===== config.mk =====
export PLATFORM = sky130hd
export DESIGN_NAME = if_tracker
export DESIGN_NICKNAME = d
export VERILOG_FILES = /design/src/rtl/if_tracker.sv
export SDC_FILE = /design/constraint.sdc
export NUM_CORES = 1
export LEC_CHECK = 0
export BUFFER_PORTS_ARGS = -buffer_cell sky130_fd_sc_hd__buf_2
export CAP_MARGIN = 20
export CORE_ASPECT_RATIO = 0.5
export CORE_UTILIZATION = 53
export DETAILED_ROUTE_END_ITERATION = 10
export PLACE_DENSITY = 0.84
export SYNTH_ARGS = -nofsm -noshare
export SYNTH_HDL_FRONTEND = slang
export SYNTH_SLANG_ARGS = --single-unit

===== constraint.sdc =====
create_clock -name clk -period 19 [get_ports clk]
set_input_delay 1.9 -clock clk [delete_from_list [all_inputs] [get_ports clk]]
set_output_delay 1.9 -clock clk [all_outputs]
set_load 0.01 [all_outputs]

===== src/rtl/if_tracker.sv =====
// rtl/if_tracker.sv - IF-stage trace producer: builds one trace element per completed fetch and queues it for the ID tracker.
package if_tracker_pkg;
  typedef struct packed {
    logic [31:0] time_start;
    logic [31:0] time_end;
  } stage_time_t;

  typedef struct packed {
    logic [31:0] addr;
    logic [31:0] instruction;
    stage_time_t if_data;
    stage_time_t id_data;
    stage_time_t ex_data;
    stage_time_t wb_data;
    logic [31:0] pass_through;
  } trace_output;
endpackage

module if_tracker
  import if_tracker_pkg::*;
#(
  parameter int ADDR_WIDTH = 32,
  parameter int DATA_WIDTH = 32,
  parameter int FIFO_DEPTH = 2
) (
  input  logic                  clk,
  input  logic                  rst,
  input  logic [31:0]           counter,
  input  logic                  instr_req,
  input  logic                  instr_gnt,
  input  logic [ADDR_WIDTH-1:0] instr_addr,
  input  logic                  instr_rvalid,
  input  logic [DATA_WIDTH-1:0] instr_rdata,
  input  logic                  if_flush,
  input  logic                  id_ready,
  output logic                  if_data_ready,
  output trace_output           if_data_out,
  output logic                  overflow
);
  localparam int PTR_W = $clog2(FIFO_DEPTH);
  localparam int CNT_W = $clog2(FIFO_DEPTH + 1);

  typedef enum logic [1:0] {IDLE, WAIT_GNT, WAIT_RVALID, DISCARD} state_t;

  state_t            r_state;
  state_t            w_next_state;
  trace_output       r_build;
  trace_output       w_elem;
  trace_output       r_out;
  trace_output       w_next_head;
  trace_output       r_mem [FIFO_DEPTH];
  logic [PTR_W-1:0]  r_wr_ptr;
  logic [PTR_W-1:0]  r_rd_ptr;
  logic [PTR_W-1:0]  w_rd_next;
  logic [CNT_W-1:0]  r_count;
  logic              r_overflow;
  logic              w_capture;
  logic              w_done;
  logic              w_pop;
  logic              w_full;
  logic              w_write;

  always_ff @(posedge clk or negedge rst) begin
    if (!rst) r_state <= IDLE;
    else      r_state <= w_next_state;
  end

  // Flush during WAIT_RVALID still owes us one rvalid, which DISCARD swallows.
  always_comb begin
    w_next_state = r_state;
    w_capture    = 1'b0;
    w_done       = 1'b0;
    case (r_state)
      IDLE: begin
        if (instr_req) begin
          w_capture    = 1'b1;
          w_next_state = instr_gnt ? WAIT_RVALID : WAIT_GNT;
        end
      end
      WAIT_GNT: begin
        if (if_flush)       w_next_state = IDLE;
        else if (instr_gnt) w_next_state = WAIT_RVALID;
      end
      WAIT_RVALID: begin
        if (instr_rvalid) begin
          w_done       = 1'b1;
          w_next_state = IDLE;
        end else if (if_flush) begin
          w_next_state = DISCARD;
        end
      end
      DISCARD: begin
        if (instr_rvalid) w_next_state = IDLE;
      end
      default: w_next_state = IDLE;
    endcase
  end

  always_comb begin
    w_elem                    = r_build;
    w_elem.instruction        = 32'(instr_rdata);
    w_elem.if_data.time_end   = counter;
  end

  always_ff @(posedge clk or negedge rst) begin
    if (!rst) begin
      r_build <= '0;
    end else if (w_capture) begin
      r_build                    <= '0;
      r_build.addr               <= 32'(instr_addr);
      r_build.if_data.time_start <= counter;
    end else if (w_done) begin
      r_build <= w_elem;
    end
  end

  assign w_pop     = (r_count != '0) && id_ready;
  assign w_full    = (r_count == CNT_W'(FIFO_DEPTH));
  assign w_write   = w_done && (!w_full || w_pop);
  assign w_rd_next = r_rd_ptr + PTR_W'(1);

  // Registered head: look ahead to whatever will sit at the head after this edge.
  always_comb begin
    w_next_head = r_out;
    if (w_pop) begin
      if (r_count > CNT_W'(1)) w_next_head = r_mem[w_rd_next];
      else if (w_write)        w_next_head = w_elem;
    end else if (r_count == '0 && w_write) begin
      w_next_head = w_elem;
    end
  end

  always_ff @(posedge clk) begin
    if (w_write) r_mem[r_wr_ptr] <= w_elem;
  end

  always_ff @(posedge clk or negedge rst) begin
    if (!rst) begin
      r_wr_ptr   <= '0;
      r_rd_ptr   <= '0;
      r_count    <= '0;
      r_out      <= '0;
      r_overflow <= 1'b0;
    end else begin
      r_out <= w_next_head;
      if (w_write) r_wr_ptr <= r_wr_ptr + PTR_W'(1);
      if (w_pop)   r_rd_ptr <= w_rd_next;
      case ({w_write, w_pop})
        2'b10:   r_count <= r_count + CNT_W'(1);
        2'b01:   r_count <= r_count - CNT_W'(1);
        default: r_count <= r_count;
      endcase
      if (w_done && !w_write) r_overflow <= 1'b1;
    end
  end

  assign if_data_ready = (r_count != '0);
  assign if_data_out   = r_out;
  assign overflow      = r_overflow;
endmodule


After elaboration in Yosys (flattened, before gate mapping) --
Memories as Yosys holds them, arrays and structs flattened. Index checks and enable logic that the tools add are counted. W data, S select, Z words.
Word-level totals: bits in registers 647, input port bits 103, memory bits (writable) 704, memories 1, output and inout port bits 354
Memory list:
- r_mem | depth 2, width 352, read ports 1, clocked after memory_dff 0, wr ports 1, RTL line 51 | trace_output r_mem [FIFO_DEPTH];
Cells by class: magnitude comparators 1, reductions and logical operators 14, equality and inequality tests 11, multiplexer cells 21, $add $sub $neg 4
Operators by type and width (number):
- $mux W352 | 5
- $mux W320 | 1
- $mux W2 | 7
- $eq A2 B2 Y1 const B | 4
- $pmux W2 S4 | 1
- $mux W1 | 6
- $ne A3 B3 Y1 const B | 2
- $reduce_bool A2 Y1 | 3
- $eq A2 B1 Y1 const B | 2
- $logic_and A1 B1 Y1 | 4
- $logic_not A2 Y1 | 2
- $ne A2 B2 Y1 const B | 2
- $pmux W2 S2 | 1
- $reduce_and A4 Y1 | 1
- $ne A3 B1 Y1 const B | 1
- $add A1 B1 Y1 const B | 2
- $add A2 B1 Y2 const B | 1
- $gt A2 B1 Y1 const B | 1
- $logic_not A1 Y1 | 2
- $reduce_and A2 Y1 | 1
- $sub A2 B1 Y2 const B | 1
- $logic_or A1 B1 Y1 | 1

Depth between registers and ports, before layout --
Gate-level depths: netlist of the first run.
depth after elaboration 7, gate-level depth with buffers 8

Worst setup path before layout of the first run --
No wires, ideal clock.
path kind input-to-reg, start input instr_rvalid, end memory r_mem[0][224] (netlist bit) (enable), cell stages on the path 3, library setup time 0.632 ns, data arrival time 7.871 ns, path slack 10.497 ns, buffers on the path 0, data required time 18.368 ns, path through nand3b_1 a21oi_1 nor2b_1
On the way: cells in the longest elaborated chain, start to end 5
RTL lines:
- start: declaration | RTL line 32 | input logic instr_rvalid,
- $mux W1 | RTL line 85 | if (instr_rvalid) begin
- $mux W1 | RTL line 73 | case (r_state)
- $logic_and A1 B1 Y1 | RTL line 119 | assign w_write = w_done && (!w_full || w_pop);
- $mux W1 | RTL line 134 | if (w_write) r_mem[r_wr_ptr] <= w_elem;
- $mux W1 (implied by the code) | RTL line 134
- end: declaration | RTL line 51
No other way between the ends.

Worst setup path in the final report of the first run --
start input id_ready, end memory r_mem[0][251] (netlist bit) (enable)
On the way: cells in the longest elaborated chain, start to end 5
RTL lines:
- start: declaration | RTL line 35 | input logic id_ready,
- $logic_and A1 B1 Y1 | RTL line 117 | assign w_pop = (r_count != '0) && id_ready;
- $logic_or A1 B1 Y1 | RTL line 119
- $logic_and A1 B1 Y1 | RTL line 119
- $mux W1 | RTL line 134
- $mux W1 (implied by the code) | RTL line 134
No other way between the ends.

==> results of run 1 <==
## cell families (layout without fill, tap and decap cells)
kind of cell / after synthesis / after routing / share of synthesized area, %
flip-flops: 455 / 455 / 62.59
buffers and inverters: 307 / 326 / 11.46
AO/OA/AOI/OAI: 267 / 267 / 12.83
multiplexers: 192 / 192 / 9.891
AND/OR/NAND/NOR: 144 / 144 / 2.906
adder cells (fa/ha/maj): 3 / 3 / 0.1855
XOR/XNOR: 3 / 3 / 0.1298
other: 1 / 234 / 0.01853
## cells in the mapped netlist, types with 2 or more instances
master | count | area, µm²
buf_4 | 242 | 1817
nor2b_1 | 2 | 12.51
a21oi_1 | 20 | 100.1
mux2i_1 | 128 | 1281
buf_6 | 2 | 22.52
dfrtp_1 | 199 | 4980
edfxtp_1 | 256 | 7687
mux2_2 | 64 | 720.7
buf_12 | 11 | 220.2
a22oi_1 | 28 | 210.2
a21oi_2 | 110 | 963.4
xnor2_1 | 2 | 17.52
o21ai_0 | 3 | 15.01
clkbuf_1 | 3 | 11.26
nand2_1 | 130 | 488.0
o31ai_1 | 2 | 15.01
nor2_1 | 3 | 11.26
inv_1 | 5 | 18.77
buf_2 | 42 | 210.2
a22oi_2 | 100 | 1251
ha_1 | 3 | 37.54
## worst max-delay path by stage
stage                       end  depth (start not counted)
2_1_floorplan     r_mem[0][224]                          3
3_3_place_gp      r_mem[0][319]                          6
3_5_place_dp   if_data_out[349]                          7
4_1_cts        if_data_out[286]                          7
5_1_grt           r_mem[0][255]                          6
6_report          r_mem[0][251]                          6
## layout make-up
| class | instances | area [µm²] | area share, % |
|---|---|---|---|
| inverters | 5 | 18.77 | 0.08477 |
| multi-input cells | 833 | 6120 | 27.64 |
| clock buffers | 58 | 1150 | 5.193 |
| well taps | 494 | 618.1 | 2.792 |
| clock inverters | 14 | 168.9 | 0.7629 |
| repair buffers | 249 | 1370 | 6.188 |
| flip-flops and latches | 455 | 12670 | 57.23 |
| diodes | 10 | 25.02 | 0.1130 |
## flip-flops by register name, indices dropped and copies added (netlist names)
name	flops
r_wr_ptr	1
r_build	64
r_mem	256
r_state	2
if_data_out	128
overflow	1
r_count	2
r_rd_ptr	1
## power groups by stage
stage | Sequential (W) | Clock [W] | Combinational, W
detailed placement | 0.00155 | 0 | 0.00112
floorplan | 0.00158 | 0 | 0.000785
CTS | 0.00153 | 0.000833 | 0.00113
global placement | 0.00154 | 0 | 0.00109
global route | 0.00156 | 0.000871 | 0.00120
finish | 0.00153 | 0.000820 | 0.00112
## layer usage
metal  routed length, µm  part of all wire [%]  vias up
met2               20680                    53      313
met1               15260                    39     5490
met4                1709                   4.4        0
met5                   0                     0        -
met3                1578                   4.0       89
li1                    -                     -     4963
## per-stage QoR
| step | cells | cell area (µm²) | hold WS [ns] |
|---|---|---|---|
| 3_3_place_gp | 2033 | 20710 | 0.4563 |
| 4_1_cts | 2105 | 22030 | 0.4781 |
| 5_1_grt | 2118 | 22140 | 0.4891 |
| 2_1_floorplan | 1595 | 21080 | 0.4555 |
| 6_report | 2118 | 22140 | 0.4770 |
| 3_5_place_dp | 2033 | 20710 | 0.4634 |
==> metrics, run 1 <==
Clk pwr share a little under a quarter; CP Buf/Inv Count 3; Largest delay share family, worst path buffers and inverters; Core Area between 30000 and 40000 µm²; final setup TNS 0 ns; CTS tree built; pwr/cell area around 160 nW/µm²; Critical Path Max Stage Delay roughly 0.86 ns; commonest cells after routing, fill and taps aside edfxtp_1, buf_2, conb_1, dfrtp_1, nand2_1; number of setup buffers added after CTS 0; cell-internal power 0.002323 W; Mapped Area 20240 µm²; Final Core Density between 50% and 60%; most used cell, CP buf_4; clk sinks 455; Hold Startpoint overflow; setup ws final 14.36 ns; total track usage approximately 20%; Post-synth EDFFs 256; CTS max path bufs 3; Netlist cell types 38; Area Overhead vs Synth 9.396%; status finished, violations left; #FFs+latches synth roughly 460; Async S/R FF share, synth roughly 44%; met3 usage between 3 and 4%; Seq/Total Area, Yosys between 60% and 70%; overall power consumption about 0.0035 W; die area roughly 39000 µm²; root buffer cell clkbuf_16; leak pwr ~9.2 nW; CP max stage cell nor2b_4; part of the power in combinational logic approximately a third; fraction of layout cells with a size suffix above 1 between 30% and 40%; slew margin rel. about a quarter; Starting Density between 50% and 60%; DRT iter0 DRCs around 690; via count about 11000; Post-Place Setup Slack between 10 and 15 ns; IO buf count about 230; WL/cell 18.52 µm; DRC 1; Max H-tree Level 2; Net Sw Frac between 30 and 40%; R2R cell count 7; Critical Path RT approximately 19 ns; Final ANT Viol Nets 0; synth warn 0; Hold Path Stages 1; Chip Width around 280 µm; GR Util met1 about a quarter; most common cell after layout, fill and taps aside edfxtp_1; Chip Height approximately 140 µm; cts-stage hold buffer count 0; min-delay worst type reg -> reg; Psw around 0.0011 W; total CTS buffers between 40 and 50; critical path launch point type input pin; first drt pass iteration count 9; drt total wl approximately 40 mm; Syn Area/Cell 14.75 µm²; crit-path cells buf_2 -> nand2b_4 -> a21oi_1 -> nor2b_4 -> buf_4 -> buf_4; worst hold path endpoint overflow; GRT overflow 0; Crit path arrival time 4.79 ns; period utilization between 20% and 30%; Final Hold Fails 0; Post-Synthesis Cells approximately 1400; final setup violation count 0; GR Util met2 between 30% and 40%; GRT busiest layer met2; Clock transition at path regs 0.06 ns; later-pin clock latency in the skew report around 0.54 ns; CP Capture Type register; largest net degree at the start of global routing about 160; CP startpoint id_ready; Slew Limit Fails 0; Main synth FF type edfxtp_1; RePlAce Congestion between 0.8 and 0.9; fmax 215.6 MHz; MaxCap Viol Count 0; Layout fillers ~2800; Worst R2R End r_mem[0][251]; detail-routed via count per cell about 5.1; vias in the first global route roughly 11000; first-pass GRT wire length between 50 and 60 mm; final net count 1691; # rows 50; worst clock skew between 0.02 and 0.025 ns; initial antenna violation count 10; Sequential Power Share 44.2%; kind of critical path in -> reg; Worst-Margin Slew about 1.1 ns; IO Count around 460; CP max FO 62; reg2reg setup slack around 15 ns; RR Startpoint r_count[1]; PostCTS Resize Cnt 0; IR drop worst, VDD just under 80 µV; failing checks design-rule violations; DP HPWL between 20 and 25 mm; post-layout min period 4.638 ns; RSZ-0062 raised after global routing false
Power figures use the tool's default switching activity.
==> run 2: changes to the inputs <==
- ABC_AREA: default -> 1
- clock period: 19 -> 4.5 ns (I/O delays scaled with it)
==> metrics, run 2 <==
status complete, no violations; Syn Area/Cell 9.874 µm² (-33%); Layout fillers 2982 (+6.8%); Final ANT Viol Nets 0 (unchanged); Main synth FF type edfxtp_1; R2R cell count 11 (+4); hold slack 0.1043 ns (-0.3727 ns); Area Overhead vs Synth 9.964%; overall power consumption 0.01507 W (+330%); Post-synth EDFFs 256 (unchanged); PostCTS Resize Cnt 0 (unchanged); later-pin clock latency in the skew report 0.55 ns (about the same); final setup violation count 0 (unchanged); Final Hold Fails 0 (unchanged); min-delay worst type in -> reg; die area 39290 µm² (+0.69%); Biggest register r_mem; leak pwr 10.98 nW (+20%); first-pass GRT wire length 71.10 mm (+19%); slew margin rel. 27.94% (+1.7 points); period utilization a little under two thirds; initial antenna violation count 9 (-1); placed standard-cell area 21150 µm² (+2.1%); drt total wl 45.59 mm (+16%); Post-Place Setup Slack 1.694 ns (-12.11 ns); IO Count 457 (unchanged); WL/cell 16.19 µm (-13%); kind of critical path reg -> reg; Chip Height 140.7 µm (+0.34%); Slew Limit Fails 0 (unchanged); critical path launch point type register; Final Cell Area 22410 µm² (+1.2%); worst clock skew 0.02086 ns (-0.002422 ns); CP Capture Type register; Chip Width 279.3 µm (+0.34%); Synth top area share 37.72% (-0.26 points); DP HPWL 26.35 mm (+11%); number of setup buffers added after CTS 0 (unchanged); Yosys top cell by area edfxtp_1; final net count 2361 (+40%); Max H-tree Level 2 (unchanged); via count 14200 (+31%); first drt pass iteration count 5 (-4); detail-routed via count per cell 5.042 (-1.6%); # rows 50 (unchanged); most common cell after layout, fill and taps aside nand2_1; vias in the first global route 13620 (+29%); Mapped Area 20380 µm² (+0.69%); final setup TNS 0 ns (unchanged); Core Area 37660 µm² (+0.50%); synth warn 0 (unchanged); Netlist cell types 23 (-39%); post-layout min period ~2.9 ns; GRT overflow 0 (unchanged); MaxCap Viol Count 0 (unchanged); Seq/Total Area, Yosys 62.16% (-0.43 points); cell with the most instances after synthesis nand2_1; combined flip-flop and latch cell area 12670 µm² (unchanged); ranking of synthesized cells by area edfxtp_1, dfrtp_1, nand2_1; total track usage 22.81% (+3.3 points); #FFs+latches synth 455 (unchanged); Hold Path Stages 1 (unchanged); RSZ-0062 raised after global routing false; CP max FO 69 (+11%); IO buf count 232 (unchanged); DRT iter0 DRCs 1291 (+86%); Multi-input gate area 6367 µm² (+4.0%); Starting Density 54.11% (+0.10 points); fmax ~350 MHz; setup ws final 1.646 ns (-12.72 ns); commonest cells after routing, fill and taps aside nand2_1, edfxtp_1, buf_2, conb_1, dfrtp_1; DRC 0 (-1); Largest register FFs 256 (unchanged); Post-Synthesis Cells 2064 (+50%); root buffer cell clkbuf_16; cts-stage hold buffer count 1 (+1); pwr/cell area 672.7 nW/µm² (+330%); Async S/R FF share, synth 43.74% (unchanged); fraction of layout cells with a size suffix above 1 16.66% (-20 points); Critical Path RT 4.93 ns (-14.23 ns); total CTS buffers 41 (unchanged); Worst-Margin Slew 1.081 ns (-0.02623 ns); CTS max path bufs 3 (unchanged); IR drop worst, VDD 375.3 µV (+380%); CTS tree built; RePlAce Congestion 0.8224 (+0.59%); Crit path arrival time 3.28 ns (-1.51 ns); largest net degree at the start of global routing 128 (-21%); clk sinks 455 (unchanged); list of most frequent post-synthesis cells nand2_1, edfxtp_1, buf_4, dfrtp_1, nand3_1; Clock transition at path regs 0.06 ns (about the same)
==> run 2: cell families after synthesis <==
family,after synthesis,share of synthesized area (%)
AO/OA/AOI/OAI,5,0.1474
XOR/XNOR,2,0.08597
adder cells (fa/ha/maj),3,0.1842
buffers and inverters,342,11.01
flip-flops,455,62.16
multiplexers,64,3.536
other,1,0.01840
AND/OR/NAND/NOR,1192,22.86
==> run 2: worst paths after layout <==
path	start	end	slack, ns
max in group asynchronous	rst	r_build[284]	2.80
hold reg to reg	if_data_out[277]	if_data_out[277]	0.47
hold / removal	instr_rdata[29]	r_mem[1][317]	0.10
min in group asynchronous	rst	if_data_out[288]	0.53
setup reg to reg	r_count[0]	if_data_out[273]	1.65
setup / recovery	r_count[0]	if_data_out[273]	1.65
==> run 2: layout make-up <==
type	instances	area share, %
flip-flops and latches	455	56.54
multi-input cells	1490	28.41
repair buffers	253	6.326
clock buffers	61	5.192
well taps	520	2.903
clock inverters	14	0.2792
inverters	14	0.2457
diodes	9	0.1005
==> run 2: critical path, cell delays in order (launching register included) <==
cell and delay [ns]:
dfrtp_1 0.37, inv_1 0.08, ha_1 0.22, inv_2 0.08, nand2_4 0.09, nand2_1 0.11
nand3_1 0.12, nand2_4 0.52, nand2_4 0.49, buf_12 0.33, nand2_1 0.13, nand2_1 0.06
==> run 2: metrics by stage <==
step                      instances  util (%)
final                          2816     59.50
after global routing           2816     59.50
after CTS                      2807     59.45
after detailed placement       2731     56.16
after global placement         2731     56.16
after floorplan                2287         -
==> run 2: report_power, final <==
| part | internal [W] | leakage, nW | switching [W] |
|---|---|---|---|
| Combinational | 0.00171 | 5.63 | 0.00334 |
| Clock | 0.00179 | 0.598 | 0.00147 |
| Sequential | 0.00589 | 4.76 | 0.000877 |
| Total | 0.00939 | 11.0 | 0.00569 |
==> run 2: layer usage <==
metal / vias up / track usage (%) / wire length [µm]
met2: 595 / 39.87 / 23630
met1: 6932 / 28.06 / 17550
met4: 0 / 11.22 / 1695
li1: 6560 / - / -
met5: - / 0 / 0
met3: 111 / 3.232 / 2709
